### src/rtl/video_source_select_if.sv
// Pixel-stream bundle for video_source_select: N_CH ready/valid inputs and one ready/valid output.
// master drives the sources and the downstream ready; slave is the selector itself.
interface video_source_select_if #(
  parameter int unsigned N_CH  = 5,
  parameter int unsigned WIDTH = 8
);
  logic [N_CH*WIDTH-1:0] in_pixel;
  logic [N_CH-1:0]       in_valid;
  logic [N_CH-1:0]       in_ready;
  logic [WIDTH-1:0]      out_pixel;
  logic                  out_valid;
  logic                  out_ready;

  modport master (
    output in_pixel, in_valid, out_ready,
    input  in_ready, out_pixel, out_valid
  );

  modport slave (
    input  in_pixel, in_valid, out_ready,
    output in_ready, out_pixel, out_valid
  );
endinterface

### src/rtl/video_source_select.sv
// Frame-aligned N-channel pixel-stream selector with a one-deep registered output stage.
// Define VIDEO_SELECT_DRAIN_EN to drain (accept and discard) beats on non-selected channels.
module video_source_select #(
  parameter int unsigned N_CH    = 5,
  parameter int unsigned WIDTH   = 8,
  parameter int unsigned N_PIXEL = 480000,
  parameter int unsigned CNT_W   = 19,
  parameter int unsigned SEL_W   = 3
) (
  input  logic                  clock,
  input  logic                  reset,
  input  logic [SEL_W-1:0]      sel,
  video_source_select_if.slave  bus,
  output logic [SEL_W-1:0]      active_sel,
  output logic [CNT_W-1:0]      pixel_count,
  output logic                  frame_done,
  output logic                  switch_pending
);

  localparam logic [SEL_W:0]   NumCh     = (SEL_W+1)'(N_CH);
  localparam logic [CNT_W-1:0] LastPixel = CNT_W'(N_PIXEL - 1);

  typedef enum logic [1:0] {StIdle, StStream, StFlush} state_e;

  state_e           state_q, state_d;
  logic [SEL_W-1:0] req_sel_q, req_sel_d;
  logic [SEL_W-1:0] active_sel_q, active_sel_d;
  logic [CNT_W-1:0] count_q, count_d;
  logic [WIDTH-1:0] out_pixel_q, out_pixel_d;
  logic             out_valid_q, out_valid_d;
  logic             switch_pending_q;
  logic [N_CH-1:0]  ready_c;
  logic [WIDTH-1:0] ch_pixel [N_CH];
  logic             in_xfer, out_xfer;

  for (genvar k = 0; k < N_CH; k++) begin : g_unpack
    assign ch_pixel[k] = bus.in_pixel[k*WIDTH +: WIDTH];
  end

  // Out-of-range requests are ignored so the last legal request stands.
  assign req_sel_d = ({1'b0, sel} < NumCh) ? sel : req_sel_q;

  always_comb begin
    ready_c = '0;
`ifdef VIDEO_SELECT_DRAIN_EN
    ready_c = '1;
    if (state_q == StIdle) begin
      ready_c[req_sel_d] = 1'b0;
    end else begin
      ready_c[active_sel_q] = 1'b0;
    end
`endif
    if (state_q == StStream) begin
      ready_c[active_sel_q] = ~out_valid_q | bus.out_ready;
    end
    if (reset) begin
      ready_c = '0;
    end
  end

  assign in_xfer  = (state_q == StStream) & bus.in_valid[active_sel_q] & ready_c[active_sel_q];
  assign out_xfer = out_valid_q & bus.out_ready;

  always_comb begin
    state_d      = state_q;
    active_sel_d = active_sel_q;
    count_d      = count_q;
    out_pixel_d  = out_pixel_q;
    out_valid_d  = out_valid_q;
    frame_done   = 1'b0;
    if (out_xfer) begin
      out_valid_d = 1'b0;
    end
    unique case (state_q)
      StIdle: begin
        // Take the request being registered this edge so a sel held through reset applies at once.
        active_sel_d = req_sel_d;
        state_d      = StStream;
      end
      StStream: begin
        if (in_xfer) begin
          out_pixel_d = ch_pixel[active_sel_q];
          out_valid_d = 1'b1;
          if (count_q == LastPixel) begin
            count_d = '0;
            state_d = StFlush;
          end else begin
            count_d = count_q + CNT_W'(1);
          end
        end
      end
      StFlush: begin
        if (out_xfer) begin
          frame_done = 1'b1;
          state_d    = StIdle;
        end
      end
      default: state_d = StIdle;
    endcase
  end

  always_ff @(posedge clock or posedge reset) begin
    if (reset) begin
      state_q          <= StIdle;
      req_sel_q        <= '0;
      active_sel_q     <= '0;
      count_q          <= '0;
      out_pixel_q      <= '0;
      out_valid_q      <= 1'b0;
      switch_pending_q <= 1'b0;
    end else begin
      state_q          <= state_d;
      req_sel_q        <= req_sel_d;
      active_sel_q     <= active_sel_d;
      count_q          <= count_d;
      out_pixel_q      <= out_pixel_d;
      out_valid_q      <= out_valid_d;
      switch_pending_q <= (req_sel_q != active_sel_q);
    end
  end

  assign bus.in_ready    = ready_c;
  assign bus.out_pixel   = out_pixel_q;
  assign bus.out_valid   = out_valid_q;
  assign active_sel      = active_sel_q;
  assign pixel_count     = count_q;
  assign switch_pending  = switch_pending_q;

endmodule

### src/flat_wrapper.sv
// flat-port wrapper written by rule: the top's interface ports become plain ports
module video_source_select_flat 
#(
  parameter int unsigned N_CH    = 5,
  parameter int unsigned WIDTH   = 8,
  parameter int unsigned N_PIXEL = 480000,
  parameter int unsigned CNT_W   = 19,
  parameter int unsigned SEL_W   = 3
)
  (clock, reset, sel, active_sel, pixel_count, frame_done, switch_pending, bus_in_pixel, bus_in_valid, bus_out_ready, bus_in_ready, bus_out_pixel, bus_out_valid);
  video_source_select_if #(.N_CH(N_CH), .WIDTH(WIDTH)) bus_i ();
  input  logic clock;
  input  logic reset;
  input  logic [SEL_W-1:0] sel;
  output logic [SEL_W-1:0] active_sel;
  output logic [CNT_W-1:0] pixel_count;
  output logic frame_done;
  output logic switch_pending;
  input wire logic [$bits(bus_i.in_pixel)-1:0] bus_in_pixel;
  input wire logic [$bits(bus_i.in_valid)-1:0] bus_in_valid;
  input wire logic [$bits(bus_i.out_ready)-1:0] bus_out_ready;
  output wire logic [$bits(bus_i.in_ready)-1:0] bus_in_ready;
  output wire logic [$bits(bus_i.out_pixel)-1:0] bus_out_pixel;
  output wire logic [$bits(bus_i.out_valid)-1:0] bus_out_valid;
  assign bus_i.in_pixel = bus_in_pixel;
  assign bus_i.in_valid = bus_in_valid;
  assign bus_i.out_ready = bus_out_ready;
  assign bus_in_ready = bus_i.in_ready;
  assign bus_out_pixel = bus_i.out_pixel;
  assign bus_out_valid = bus_i.out_valid;
  video_source_select #(.N_CH(N_CH), .WIDTH(WIDTH), .N_PIXEL(N_PIXEL), .CNT_W(CNT_W), .SEL_W(SEL_W)) u_core (.clock(clock), .reset(reset), .sel(sel), .bus(bus_i), .active_sel(active_sel), .pixel_count(pixel_count), .frame_done(frame_done), .switch_pending(switch_pending));
endmodule
### config.mk
export PLATFORM = sky130hd
export DESIGN_NAME = video_source_select_flat
export DESIGN_NICKNAME = d
export VERILOG_FILES = /design/src/rtl/video_source_select_if.sv /design/src/rtl/video_source_select.sv /design/src/flat_wrapper.sv
export SDC_FILE = /design/constraint.sdc
export NUM_CORES = 1
export LEC_CHECK = 0
export CAP_MARGIN = 20
export CORE_MARGIN = 5
export CORE_UTILIZATION = 40
export CTS_BUF_LIST = sky130_fd_sc_hd__clkbuf_4
export DETAILED_ROUTE_END_ITERATION = 10
export PLACE_DENSITY_LB_ADDON = 0.05
export SLEW_MARGIN = 10
export SYNTH_ARGS = -nofsm -noshare
export SYNTH_HDL_FRONTEND = slang
export SYNTH_SLANG_ARGS = --single-unit
export TNS_END_PERCENT = 10
### constraint.sdc
create_clock -name clock -period 4.7 [get_ports clock]
set_input_delay 0.94 -clock clock [delete_from_list [all_inputs] [get_ports clock]]
set_output_delay 0.94 -clock clock [all_outputs]
set_load 0.02 [all_outputs]
==> run_results.csv <==
group,metric,value,unit
sta,fmax,258,MHz
global_route,grt_usage,0.172,
job,maxCapViolCount,0,
finish,final_nets,356,
finish,num_antenna_cells,0,
setup_path,r2r_start,"u_core.active_sel[1]$_DFFE_PP0N_",
setup_path,cpPeakStageDelay,0.63,ns
setup_path,reg2reg_slack,1.98,ns
route,drt_first_iter_violations,105,
sta,finalSetupViolations,0,
sta,skew,0.0188,ns
die,pin_count,89,
setup_path,crit_chain,"clkdlybuf4s50_1 -> nand2b_1 -> nand3_1 -> or2_2 -> nor3b_1 -> clkdlybuf4s50_1",
logic_synthesis,synth_edf_count,0,
die,die_x,83.4,um
place,post-place-ws,0.812,ns
setup_path,worst_setup_path_start_kind,"input pin",
global_route,grt_use_met2,0.276,
clock_tree,cts_made_buffers,5,
logic_synthesis,synthMostInstantiatedCell,"dfrtp_1",
clock_tree,clk_pin_slew,0.11,ns
clock_tree,root_buffer,"clkbuf_4",
route,detail_route.wl_per_cell,16.2,um
min_path,min_path_cells,1,
setup_path,cp-startpoint,"bus_out_ready",
route,ant_nets,0,
finish,drive_gt1_frac,0.0951,
clock_tree,cts_resized,0,
logic_synthesis,synth_top_cell_area_share,0.429,
route,routed_wl,6.08,mm
setup_path,required,3.76,ns
setup_path,cp-end-kind,"output port",
sta,setup_ws,0.830,ns
logic_synthesis,syn_nets,272,
setup_path,crit_slowest_cell,"clkdlybuf4s50_1",
global_route,grt_max_degree,32,
global_route,met3_usage,0.0406,
logic_synthesis,netlist_instances,220,
clock_tree,cts_tree,"yes",
route,drt_first_pass_iters,4,
global_route,top_usage_layer,"met2",
place,io_buffers,88,
logic_synthesis,yosys_warnings,0,
sta,worst_slew_pin_slew,0.828,ns
min_path,min-delay-start,"u_core.bus.out_pixel[7]$_DFFE_PP0P_",
sta,fin_crit_sh,0.823,
global_route,grt_pass1_wl,9.84,mm
die,core,5170,um2
run_status,run_status,"finished, final reports clean",
global_route,grt_use_met1,0.230,
die,die_y,83.4,um
min_path,hp-class,"flip-flop to flip-flop",
sta,timing.hold.ws,0.505,ns
logic_synthesis,avgSynthCellArea,9.80,um2
logic_synthesis,ys_seq_elements,37,
finish,area_growth,47.2,%
global_route,grt_pass1_vias,1923,
clock_tree,cts_sinks,37,
die,die_area,6960,um2
logic_synthesis,synth-seq-area-share,0.429,
logic_synthesis,yosysTopAreaCell,"dfrtp_1",
pwr,leakagePower,1.18,nW
global_route,antenna_found_initial,0,
sta,grt_setup_unrepaired,"false",
route,vias_per_cell,5.53,
clock_tree,cts_hold_buf,0,
setup_path,path_max_fanout,5,
logic_synthesis,synthTopCellsByCount,"dfrtp_1, a22oi_1, mux2_2, nand2_1, nor2_1",
place,gp_congestion,0.877,
clock_tree,clock_latency,0.35,ns
place,dp_hpwl,4.60,mm
die,start_util,0.417,
route,drc,0,
die,std_cell_rows,26,
setup_path,path_class,"input pin to output port",
clock_tree,cts_buffer_depth,2,
logic_synthesis,synthTopCellsByArea,"dfrtp_1, mux2_2, a22oi_1",
setup_path,timing.rr.end,"u_core.bus.out_pixel[5]$_DFFE_PP0P_",
pwr,peakVddDrop,248,uV
clock_tree,cts_setup_buffers,0,
pwr,power,833,uW
logic_synthesis,async_flop_share,1.00,
setup_path,crit_top_cell,"clkdlybuf4s50_1",
pwr,pwr_density_cell,263,nW/um2
route,vias,2074,
setup_path,worst_ep_arrival_time,2.93,ns
setup_path,setup.worst_path.end,"bus_in_ready[1]",
sta,finalCriticalPeriod,3.87,ns
sta,final_hold_viol_count,0,
global_route,grt_remaining_overflow,0,
sta,drv_slew,0,
logic_synthesis,netlist_area,2160,um2
sta,final.setup.tns,0,ns
clock_tree,htreeDepth,2,
setup_path,r2r_cells,5,
logic_synthesis,synth_ff_type,"dfrtp_1",
logic_synthesis,synth.distinct_cells,45,
sta,relSlewSlack,0.448,
where the power goes:
part	internal, mW	leakage, nW	switching (mW)
Clock	0.110	0.0389	0.110
Combinational	0.125	0.690	0.0999
Sequential	0.351	0.455	0.0368
Total	0.586	1.18	0.247
worst max-delay path, delay by kind of cell:
family	cells	cell delay, ns
buffers and inverters	2	1.10
and+or+nand+nor	4	0.89
layout by cell type (no fill, tap or decap), drive strengths merged, types with 5 or more instances in the layout:
cell / instances
a21oi: 11
a22oi: 17
clkbuf: 5
clkdlybuf4s50: 88
dfrtp: 37
inv: 7
mux2: 12
nand2: 12
nand3: 12
nand4: 7
nor2: 13
nor2b: 5
o21a: 9
o21ai: 10
o221ai: 8
o31ai: 5
xnor2: 9
how the worst min path moves through the flow:
stage and to:
2_1_floorplan u_core.state_q[0]$_DFFE_PP0P_, 3_5_place_dp u_core.bus.out_pixel[3]$_DFFE_PP0P_, 3_3_place_gp u_core.bus.out_pixel[7]$_DFFE_PP0P_, 6_report u_core.bus.out_pixel[7]$_DFFE_PP0P_
4_1_cts u_core.bus.out_pixel[7]$_DFFE_PP0P_, 5_1_grt u_core.bus.out_pixel[7]$_DFFE_PP0P_
area by class of cell:
type / instances / area (um2)
fillers: 449 / 2000
clock inverters: 3 / 41.3
inverters: 7 / 26.3
well taps: 70 / 87.6
clock buffers: 5 / 37.5
flip-flops and latches: 37 / 926
repair buffers: 90 / 916
multi-input cells: 163 / 1140
state kept, by name, indices dropped and copies added, names as in the netlist:
signal and flops:
u_core.pixel_count 19, u_core.bus.out_pixel 8, u_core.active_sel 3, u_core.req_sel_q 3, u_core.state_q 2, u_core.bus.out_valid 1
u_core.switch_pending 1
cell families (layout without fill, tap and decap cells):
logic type,count (synthesis),after routing,share of synthesized area
buffers and inverters,20,105,0.0424
adders and majority gates,1,1,0.00580
AOI/OAI and AO/OA,68,68,0.230
xor gates and xnor gates,9,9,0.0366
muxes,13,13,0.0673
and+or+nand+nor,72,72,0.189
DFF,37,37,0.429
routing by layer:
| metal | up-vias | routed length (um) |
|---|---|---|
| met1 | 982 | 2610 |
| met2 | 78 | 2990 |
| met3 | 10 | 354 |
| li1 | 1004 | - |
| met4 | 0 | 116 |
| met5 | - | 0 |
per-stage QoR:
stage	cell area [um2]	util	cells
finish	3170	0.613	375
global route	3170	0.613	375
CTS	3150	0.608	374
floorplan	2160	-	220
detailed placement	3070	0.593	366
global placement	3070	0.593	366
Note: power is estimated with default switching activity, not from simulation.
